### config.mk
export PLATFORM = sky130hd
export DESIGN_NAME = intr_arbiter
export DESIGN_NICKNAME = d
export VERILOG_FILES = /design/src/rtl/intr_arbiter_pkg.sv /design/src/rtl/intr_arbiter_nmi_latch.sv /design/src/rtl/intr_arbiter.sv
export SDC_FILE = /design/constraint.sdc
export NUM_CORES = 1
export LEC_CHECK = 0
export BUFFER_PORTS_ARGS = -buffer_cell sky130_fd_sc_hd__clkbuf_2
export CORE_MARGIN = 2
export CORE_UTILIZATION = 30
export DETAILED_ROUTE_END_ITERATION = 10
export GPL_TIMING_DRIVEN = 0
export PLACE_DENSITY = 0.66
export SYNTH_ARGS = -nofsm -noshare
export SYNTH_HDL_FRONTEND = slang
export SYNTH_SLANG_ARGS = --single-unit
### constraint.sdc
create_clock -name clk -period 1.29 [get_ports clk]
set_input_delay 0.1935 -clock clk [delete_from_list [all_inputs] [get_ports clk]]
set_output_delay 0.1935 -clock clk [all_outputs]
set_load 0.05 [all_outputs]
### src/rtl/intr_arbiter_pkg.sv
// Shared types for the interrupt arbiter: FSM state encoding and interrupt-mode values.
// Pure declarations, no logic.
// No flow control.
package intr_arbiter_pkg;

  // Arbiter states. IDLE is the only state in which instruction boundaries are arbitrated.
  typedef enum logic [1:0] {
    ST_IDLE      = 2'd0,
    ST_BUS_GRANT = 2'd1,
    ST_NMI_ACK   = 2'd2,
    ST_INT_ACK   = 2'd3
  } intr_state_t;

  localparam logic [1:0] IM0 = 2'd0;
  localparam logic [1:0] IM1 = 2'd1;
  localparam logic [1:0] IM2 = 2'd2;

  // The undefined IM encoding 3 behaves as mode 0.
  function automatic logic [1:0] im_decode(input logic [1:0] sel);
    return (sel == 2'd3) ? IM0 : sel;
  endfunction

endpackage

### src/rtl/intr_arbiter_nmi_latch.sv
// NMI edge detector and pending latch; remembers one NMI until its acknowledge starts.
// Latency: pend visible the cycle after the rising edge is sampled.
// No backpressure: extra edges while pending are absorbed.
module nmi_latch (
  input  logic clk,
  input  logic reset,
  input  logic nmi,
  input  logic clr,
  output logic nmi_pend
);

  logic nmi_d, nmi_q;
  logic nmi_pend_d, nmi_pend_q;

  // Edge detect against the previous level; clear on acknowledge entry wins over a new edge.
  always_comb begin
    nmi_d      = nmi;
    nmi_pend_d = nmi_pend_q;
    if (clr) begin
      nmi_pend_d = 1'b0;
    end else if (nmi && !nmi_q) begin
      nmi_pend_d = 1'b1;
    end
  end

  // nmi_q resets high so an NMI level held through reset is not mistaken for an edge.
  always_ff @(posedge clk) begin
    if (reset) begin
      nmi_q      <= 1'b1;
      nmi_pend_q <= 1'b0;
    end else begin
      nmi_q      <= nmi_d;
      nmi_pend_q <= nmi_pend_d;
    end
  end

  assign nmi_pend = nmi_pend_q;

endmodule

### src/rtl/intr_arbiter.sv
// Instruction-boundary arbiter: bus grant, NMI ack, maskable ack; owns IFF1/IFF2, IM and EI shadow.
// Latency: decision on the instr_end clock, registered outputs valid the following cycle.
// No backpressure: ack states are held until ack_done, bus grant until busrq drops.
module intr_arbiter
  import intr_arbiter_pkg::*;
(
  input  logic       clk,
  input  logic       reset,
  input  logic       nmi,
  input  logic       intr,
  input  logic       busrq,
  input  logic       instr_end,
  input  logic       ack_done,
  input  logic       halt,
  input  logic       ctl_ei,
  input  logic       ctl_di,
  input  logic       ctl_retn,
  input  logic       ctl_im_we,
  input  logic [1:0] im_sel,
  output logic       iff1,
  output logic       iff2,
  output logic [1:0] im,
  output logic       nmi_take,
  output logic       int_take,
  output logic       busack,
  output logic       halt_exit
);

  intr_state_t state_d, state_q;
  logic        iff1_d, iff1_q;
  logic        iff2_d, iff2_q;
  logic [1:0]  im_d, im_q;
  logic        ei_shadow_d, ei_shadow_q;
  logic        busack_d, busack_q;
  logic        nmi_take_d, nmi_take_q;
  logic        int_take_d, int_take_q;
  logic        halt_exit_d, halt_exit_q;
  logic        nmi_entry;
  logic        int_entry;
  logic        nmi_pend;

  nmi_latch u_nmi_latch (
    .clk      (clk),
    .reset    (reset),
    .nmi      (nmi),
    .clr      (nmi_entry),
    .nmi_pend (nmi_pend)
  );

  // Next-state: fixed-priority arbitration at instruction end, exits from grant/ack states.
  always_comb begin
    state_d   = state_q;
    nmi_entry = 1'b0;
    int_entry = 1'b0;
    case (state_q)
      ST_IDLE: begin
        if (instr_end) begin
          if (busrq) begin
            state_d = ST_BUS_GRANT;
          end else if (nmi_pend) begin
            state_d   = ST_NMI_ACK;
            nmi_entry = 1'b1;
          end else if (intr && iff1_q && !ei_shadow_q && !ctl_ei) begin
            state_d   = ST_INT_ACK;
            int_entry = 1'b1;
          end
        end
      end
      ST_BUS_GRANT: begin
        if (!busrq) state_d = ST_IDLE;
      end
      ST_NMI_ACK, ST_INT_ACK: begin
        if (ack_done) state_d = ST_IDLE;
      end
      default: state_d = ST_IDLE;
    endcase
  end

  // Registered outputs follow the next state; halt_exit only on an acknowledge entry while halted.
  always_comb begin
    busack_d    = (state_d == ST_BUS_GRANT);
    nmi_take_d  = (state_d == ST_NMI_ACK);
    int_take_d  = (state_d == ST_INT_ACK);
    halt_exit_d = halt && (nmi_entry || int_entry);
  end

  // IFF update with acknowledge entry overriding the decode strobes (DI > EI > RETN).
  always_comb begin
    iff1_d = iff1_q;
    iff2_d = iff2_q;
    if (nmi_entry) begin
      iff2_d = iff1_q;
      iff1_d = 1'b0;
    end else if (int_entry) begin
      iff1_d = 1'b0;
      iff2_d = 1'b0;
    end else if (ctl_di) begin
      iff1_d = 1'b0;
      iff2_d = 1'b0;
    end else if (ctl_ei) begin
      iff1_d = 1'b1;
      iff2_d = 1'b1;
    end else if (ctl_retn) begin
      iff1_d = iff2_q;
    end
  end

  // EI shadow covers the instruction that executed EI; it expires at that instruction's end.
  always_comb begin
    ei_shadow_d = ei_shadow_q;
    if (ctl_di) begin
      ei_shadow_d = 1'b0;
    end else if (instr_end && (state_q == ST_IDLE)) begin
      ei_shadow_d = 1'b0;
    end else if (ctl_ei) begin
      ei_shadow_d = 1'b1;
    end
  end

  // Interrupt mode register load.
  always_comb begin
    im_d = im_q;
    if (ctl_im_we) im_d = im_decode(im_sel);
  end

  // State and control registers; reset abandons any acknowledge in progress.
  always_ff @(posedge clk) begin
    if (reset) begin
      state_q     <= ST_IDLE;
      iff1_q      <= 1'b0;
      iff2_q      <= 1'b0;
      im_q        <= IM0;
      ei_shadow_q <= 1'b0;
      busack_q    <= 1'b0;
      nmi_take_q  <= 1'b0;
      int_take_q  <= 1'b0;
      halt_exit_q <= 1'b0;
    end else begin
      state_q     <= state_d;
      iff1_q      <= iff1_d;
      iff2_q      <= iff2_d;
      im_q        <= im_d;
      ei_shadow_q <= ei_shadow_d;
      busack_q    <= busack_d;
      nmi_take_q  <= nmi_take_d;
      int_take_q  <= int_take_d;
      halt_exit_q <= halt_exit_d;
    end
  end

  assign iff1      = iff1_q;
  assign iff2      = iff2_q;
  assign im        = im_q;
  assign busack    = busack_q;
  assign nmi_take  = nmi_take_q;
  assign int_take  = int_take_q;
  assign halt_exit = halt_exit_q;

endmodule

## Word-level counts from Yosys, hierarchy flattened

Cells that the tools add are included.

- Eq/ne operators: 7
- Multiplexer cells: 23
- Reductions and logical operators: 17

Operators by type and width:

| operator | count |
|---|---|
| $mux 1 | 15 |
| $mux 2 | 7 |
| $eq 2x2->1 const B | 5 |
| $logic_and 1x1->1 | 6 |
| $pmux 2 s3 | 1 |
| $eq 2x1->1 const B | 2 |
| $reduce_bool 4->1 | 1 |
| $reduce_or 2->1 | 2 |
| $reduce_or 4->1 | 1 |
| $logic_not 1->1 | 3 |
| $reduce_or 3->1 | 1 |
| $logic_not 2->1 | 1 |
| $reduce_bool 2->1 | 1 |
| $logic_or 1x1->1 | 1 |

- Register bits after elaboration: 13
- Bits of input ports: 14
- Output and inout port bits: 8
- Logic and storage cells: 58

## Depth between registers and ports, before layout

- Depth in word-level cells: 10
- Gate-level depth with buffers: 4
- Mapped depth without buffers: 4

## Modules after synthesis

Synthesis repeated with hierarchy kept, for this count alone.

- Cell total of the unflattened synthesis: 52
- Area total of the unflattened synthesis: 539.3 um2

Modules (own cells, without submodules):

| module | times used | cells each | area an instance (um2) | seq. area each (um2) |
|---|---|---|---|---|
| intr_arbiter | 1 | 46 | 467.9 | 220.2 |
| nmi_latch | 1 | 6 | 71.3 | 40.0 |

## Least setup slack after synthesis

Ideal clock, no wire load.

- Path kind: register -> register
- Start point: register iff1_q (netlist: iff1)
- End point: register nmi_take_q (netlist: nmi_take)
- Library setup time: 118 ps
- Data arrival time: 1559 ps
- Data required time: 1172 ps
- Setup slack: -387 ps
- Cell stages (with the launch flop): 5
- Buffers on the path: 0
- Clock period less this slack: 1677 ps
- Cells stage by stage: dfxtp_1 > nand4bb_4 > nand2b_1 > a221o_1 > nor2b_1

- Longest elaborated chain between the ends: 9

Ends and longest elaborated chain:

| element | line | text |
|---|---|---|
| start, declared | intr_arbiter.sv:30 | `logic iff1_d, iff1_q;` |
| start signal, assigned | intr_arbiter.sv:140 | `iff1_q <= iff1_d;` |
| $logic_and 1x1->1 (3 in series) | intr_arbiter.sv:63 | `end else if (intr && iff1_q && !ei_shadow_q && !ctl_ei) begin` |
| $mux 2 | intr_arbiter.sv:63 |  |
| $mux 2 | intr_arbiter.sv:60 | `end else if (nmi_pend) begin` |
| $mux 2 | intr_arbiter.sv:58 | `if (busrq) begin` |
| $mux 2 | intr_arbiter.sv:57 | `if (instr_end) begin` |
| $pmux 2 s3 | intr_arbiter.sv:55 | `case (state_q)` |
| $eq 2x2->1 | intr_arbiter.sv:82 | `nmi_take_d = (state_d == ST_NMI_ACK);` |
| end signal, assigned | intr_arbiter.sv:145 | `nmi_take_q <= nmi_take_d;` |
| end, declared | intr_arbiter.sv:35 | `logic nmi_take_d, nmi_take_q;` |

No other way between the ends.
A chain may end at the register's enable or synchronous reset.

## Final worst setup path

- Start point: register ei_shadow_q
- End point: register nmi_take_q (netlist: nmi_take)

- Longest elaborated chain between the ends: 9

Ends and longest elaborated chain:

| element | line | text |
|---|---|---|
| start, declared | intr_arbiter.sv:33 | `logic ei_shadow_d, ei_shadow_q;` |
| start signal, assigned | intr_arbiter.sv:143 | `ei_shadow_q <= ei_shadow_d;` |
| $logic_not 1->1 | intr_arbiter.sv:63 |  |
| $logic_and 1x1->1 (2 in series) | intr_arbiter.sv:63 |  |
| $mux 2 | intr_arbiter.sv:63 |  |
| $mux 2 | intr_arbiter.sv:60 |  |
| $mux 2 | intr_arbiter.sv:58 |  |
| $mux 2 | intr_arbiter.sv:57 |  |
| $pmux 2 s3 | intr_arbiter.sv:55 |  |
| $eq 2x2->1 | intr_arbiter.sv:82 |  |

No other way between the ends.

==> metrics.txt <==
# TYPE chip_impl_metric gauge
chip_impl_info{name="run_status",value="finished, violations left"} 1
chip_impl_info{name="failed_checks",value="negative setup slack"} 1
chip_impl_metric{name="drive_gt1_frac",unit=""} 0.500
chip_impl_metric{name="post-route-period-util",unit=""} 1.06
chip_impl_info{name="crit_path_end_kind",value="register"} 1
chip_impl_metric{name="layout-area-overhead-vs-synth",unit="%"} 39.1
chip_impl_metric{name="worst_setup_timing_slack_at_the_placement_stage",unit="ps"} -140
chip_impl_metric{name="non_filler_instance_count_after_layout",unit=""} 107
chip_impl_metric{name="p_per_area",unit="mW/mm^2"} 1070
chip_impl_info{name="critical_path.startpoint",value="ei_shadow_q"} 1
chip_impl_metric{name="cts.sinks",unit=""} 13
chip_impl_info{name="rsz0062_at_grt",value="true"} 1
chip_impl_metric{name="grt_pass1_vias",unit=""} 408
chip_impl_info{name="critical_path.top_delay_family",value="simple AND/OR/NAND/NOR gates"} 1
chip_impl_info{name="slowest_cp_cell",value="a221o_1"} 1
chip_impl_metric{name="total_vias_in_the_final_route",unit=""} 494
chip_impl_metric{name="floorplan.rows",unit=""} 15
chip_impl_metric{name="setup_viol_count_final",unit=""} 6
chip_impl_metric{name="cts_buffers",unit=""} 3
chip_impl_info{name="setup.worst_path.class",value="register to register"} 1
chip_impl_metric{name="grt_max_degree",unit=""} 11
chip_impl_metric{name="final_antenna_net_count",unit=""} 0
chip_impl_metric{name="routability_congestion_estimate",unit=""} 0.638
chip_impl_info{name="tritoncts_clock_tree",value="yes"} 1
chip_impl_metric{name="critPathMaxStageDelay",unit="ps"} 410
chip_impl_metric{name="synth_area",unit="sq um"} 544
chip_impl_metric{name="clk_pin_slew",unit="ps"} 70
chip_impl_metric{name="sequential_fraction_of_the_synthesis_area",unit=""} 0.478
chip_impl_info{name="critical_path.reg2reg.startpoint",value="ei_shadow_q"} 1
chip_impl_metric{name="port_buffers",unit=""} 21
chip_impl_metric{name="final-max-slew-violation-count",unit=""} 0
chip_impl_info{name="hold_crit_path_type",value="primary input to register"} 1
chip_impl_metric{name="static-leakage-power",unit="uW"} 0.000327
chip_impl_metric{name="antenna_found_initial",unit=""} 0
chip_impl_metric{name="fin_skew",unit="ps"} 0.472
chip_impl_metric{name="crit_required",unit="ps"} 1460
chip_impl_metric{name="finalPower",unit="uW"} 811
chip_impl_metric{name="starting_density_of_the_core",unit=""} 0.319
chip_impl_metric{name="worst-path-buf-inv",unit=""} 0
chip_impl_info{name="clock-root-buffer",value="clkbuf_4"} 1
chip_impl_metric{name="post_synth.cell_area_avg",unit="sq um"} 10.3
chip_impl_metric{name="max_slew.worst_pin.slew",unit="ps"} 452
chip_impl_info{name="start_kind",value="register"} 1
chip_impl_metric{name="die_h",unit="um"} 46.6
chip_impl_metric{name="global_route_wire_length_before_repair",unit="um"} 1720
chip_impl_metric{name="via_per_instance_ratio",unit=""} 4.62
chip_impl_metric{name="overflow",unit=""} 0
chip_impl_metric{name="synth.net_count",unit=""} 67
chip_impl_metric{name="boundaryPins",unit=""} 22
chip_impl_info{name="min_from",value="ctl_di"} 1
chip_impl_metric{name="final_util",unit=""} 0.443
chip_impl_metric{name="design.core.area",unit="sq mm"} 0.00171
chip_impl_metric{name="drt_pass1_iterations",unit=""} 2
chip_impl_metric{name="final-hold-violation-count",unit=""} 0
chip_impl_metric{name="drc_errors",unit=""} 0
chip_impl_metric{name="finalWirelength",unit="um"} 1130
chip_impl_metric{name="routedWlPerCell",unit="um"} 10.6
chip_impl_metric{name="synth.ff_latch_count",unit=""} 13
chip_impl_metric{name="nets",unit=""} 97
chip_impl_metric{name="peakVddDrop",unit="uV"} 468
chip_impl_metric{name="design.die.area",unit="sq mm"} 0.00217
chip_impl_metric{name="dpl.hpwl",unit="um"} 830
chip_impl_metric{name="period_needed",unit="ps"} 1370
chip_impl_metric{name="grt_use_total",unit=""} 0.121
chip_impl_metric{name="drt_iter0_markers",unit=""} 4
chip_impl_metric{name="die_w",unit="um"} 46.6
chip_impl_metric{name="worst_case_clock_buffer_depth",unit=""} 2
chip_impl_metric{name="synth_cell_type_count",unit=""} 24
chip_impl_metric{name="worstSkewPairLatency",unit="ps"} 280
chip_impl_metric{name="timing.slew.headroom",unit=""} 0.699
chip_impl_metric{name="place_inst",unit=""} 99
chip_impl_metric{name="postLayoutSetupSlackWorst",unit="ps"} -80.7
chip_impl_metric{name="cp_max_fo",unit=""} 4
chip_impl_metric{name="crit_arrival",unit="ps"} 1540
chip_impl_metric{name="antennaDiodeCount",unit=""} 0
chip_impl_metric{name="postSynthCellCount",unit=""} 53
chip_impl_metric{name="yosys_warnings",unit=""} 0
chip_impl_metric{name="cap_violations",unit=""} 0
chip_impl_metric{name="timing.fmax",unit="MHz"} 730
chip_impl_metric{name="htree_num_levels",unit=""} 1
chip_impl_metric{name="final.fill_count",unit=""} 175
chip_impl_info{name="crit_path_cell_trace",value="nand4bb_4 > nand2b_4 > a221o_1 > nor2b_1"} 1
chip_impl_metric{name="finalInstanceArea",unit="sq um"} 757
chip_impl_metric{name="dpl-instance-area",unit="sq um"} 692
-- where the power goes --
part	internal (uW)	switching [uW]
Sequential	417	9.53
Combinational	58.0	78.7
Clock	120	128
Total	595	217
-- stage by stage --
step / hold slack (ps) / setup TNS (ps)
3_5_place_dp: 388 / -474
2_1_floorplan: 272 / -167
5_1_grt: 89.2 / -684
3_3_place_gp: 388 / -378
4_1_cts: 95.6 / -328
6_report: 100 / -295
-- layer usage --
metal,GRT usage,share of wire,up-vias
met2,0.189,0.51,15
met1,0.139,0.41,228
met4,0.0857,0.024,0
met3,0.0353,0.058,4
li1,-,-,247
met5,0,0,-
-- cell usage after synthesis (all sizes together) --
master	n	area, sq um
inv	3	11.3
nor2	7	26.3
o32ai	1	8.76
nand4bb	1	27.5
a211oi	1	7.51
a2111oi	1	15.0
clkbuf	1	3.75
nand3b	2	15.0
nor3b	2	15.0
nor4	2	18.8
dfxtp	13	260
clkinv	1	3.75
or4b	1	13.8
o21bai	1	11.3
or3	1	6.26
nor2b	2	12.5
nand2b	3	18.8
and2b	1	7.51
nand2	1	3.75
a21oi	6	41.3
or2	1	6.26
a221o	1	10.0
-- registers in the layout (all words and copies together), names as in the netlist --
signal / flops
state_q: 2
busack: 1
halt_exit: 1
iff1: 1
u_nmi_latch.nmi_q: 1
nmi_take: 1
int_take: 1
iff2: 1
im: 2
ei_shadow_q: 1
u_nmi_latch.nmi_pend: 1
-- kinds of logic (layout without fill, tap and decap cells) --
| logic type | Yosys count | after routing | synth area share |
|---|---|---|---|
| compound gates | 11 | 11 | 0.172 |
| buf+inv | 5 | 34 | 0.0345 |
| flops | 13 | 13 | 0.478 |
| simple gates | 24 | 24 | 0.315 |
-- path summary, 6_finish.rpt --
check	to	slack, ps	cells past startpoint
max reg2reg	nmi_take	-80	4
min reg2reg	im[1]	480	2
min	ei_shadow_q	100	2
max	nmi_take	-80	4
-- what timing repair did --
item,in CTS,in global routing
hold buffers,0,0
gates resized for setup,2,2
pin swaps,3,5
setup buffers,3,1
endpoints found under the setup margin,6,9
-- layout by cell type (no fill, tap or decap) --
cell	Yosys	final
or4b_4	1	1
dfxtp_1	13	9
nand2_1	1	1
a21oi_4	1	1
and2b_1	1	1
a21oi_1	5	5
a221o_1	1	1
nand2b_4	0	1
o32ai_1	1	1
nor3b_1	2	2
clkbuf_2	0	21
clkbuf_1	1	2
or2_2	1	1
a211oi_1	1	1
dfxtp_4	0	1
dfxtp_2	0	3
nor2_1	7	7
a2111oi_2	1	1
clkinv_1	1	1
nand2b_1	3	2
o21bai_2	1	1
nand3b_1	2	2
inv_1	3	3
nor2b_1	2	2
buf_4	0	4
nand4bb_4	1	1
nor4_2	1	1
nor4_1	1	1
clkbuf_4	0	3
or3_4	0	1
-- final cells by class --
class,instances,area [sq um],area share
multi-input cells,35,278,0.367
flip-flops and latches,13,268,0.354
repair buffers,25,135,0.179
well taps,25,31.3,0.0413
clock buffers,4,26.3,0.0347
inverters,4,15.0,0.0198
plain buffers,1,3.75,0.00496
Power figures use the tool's default switching activity.
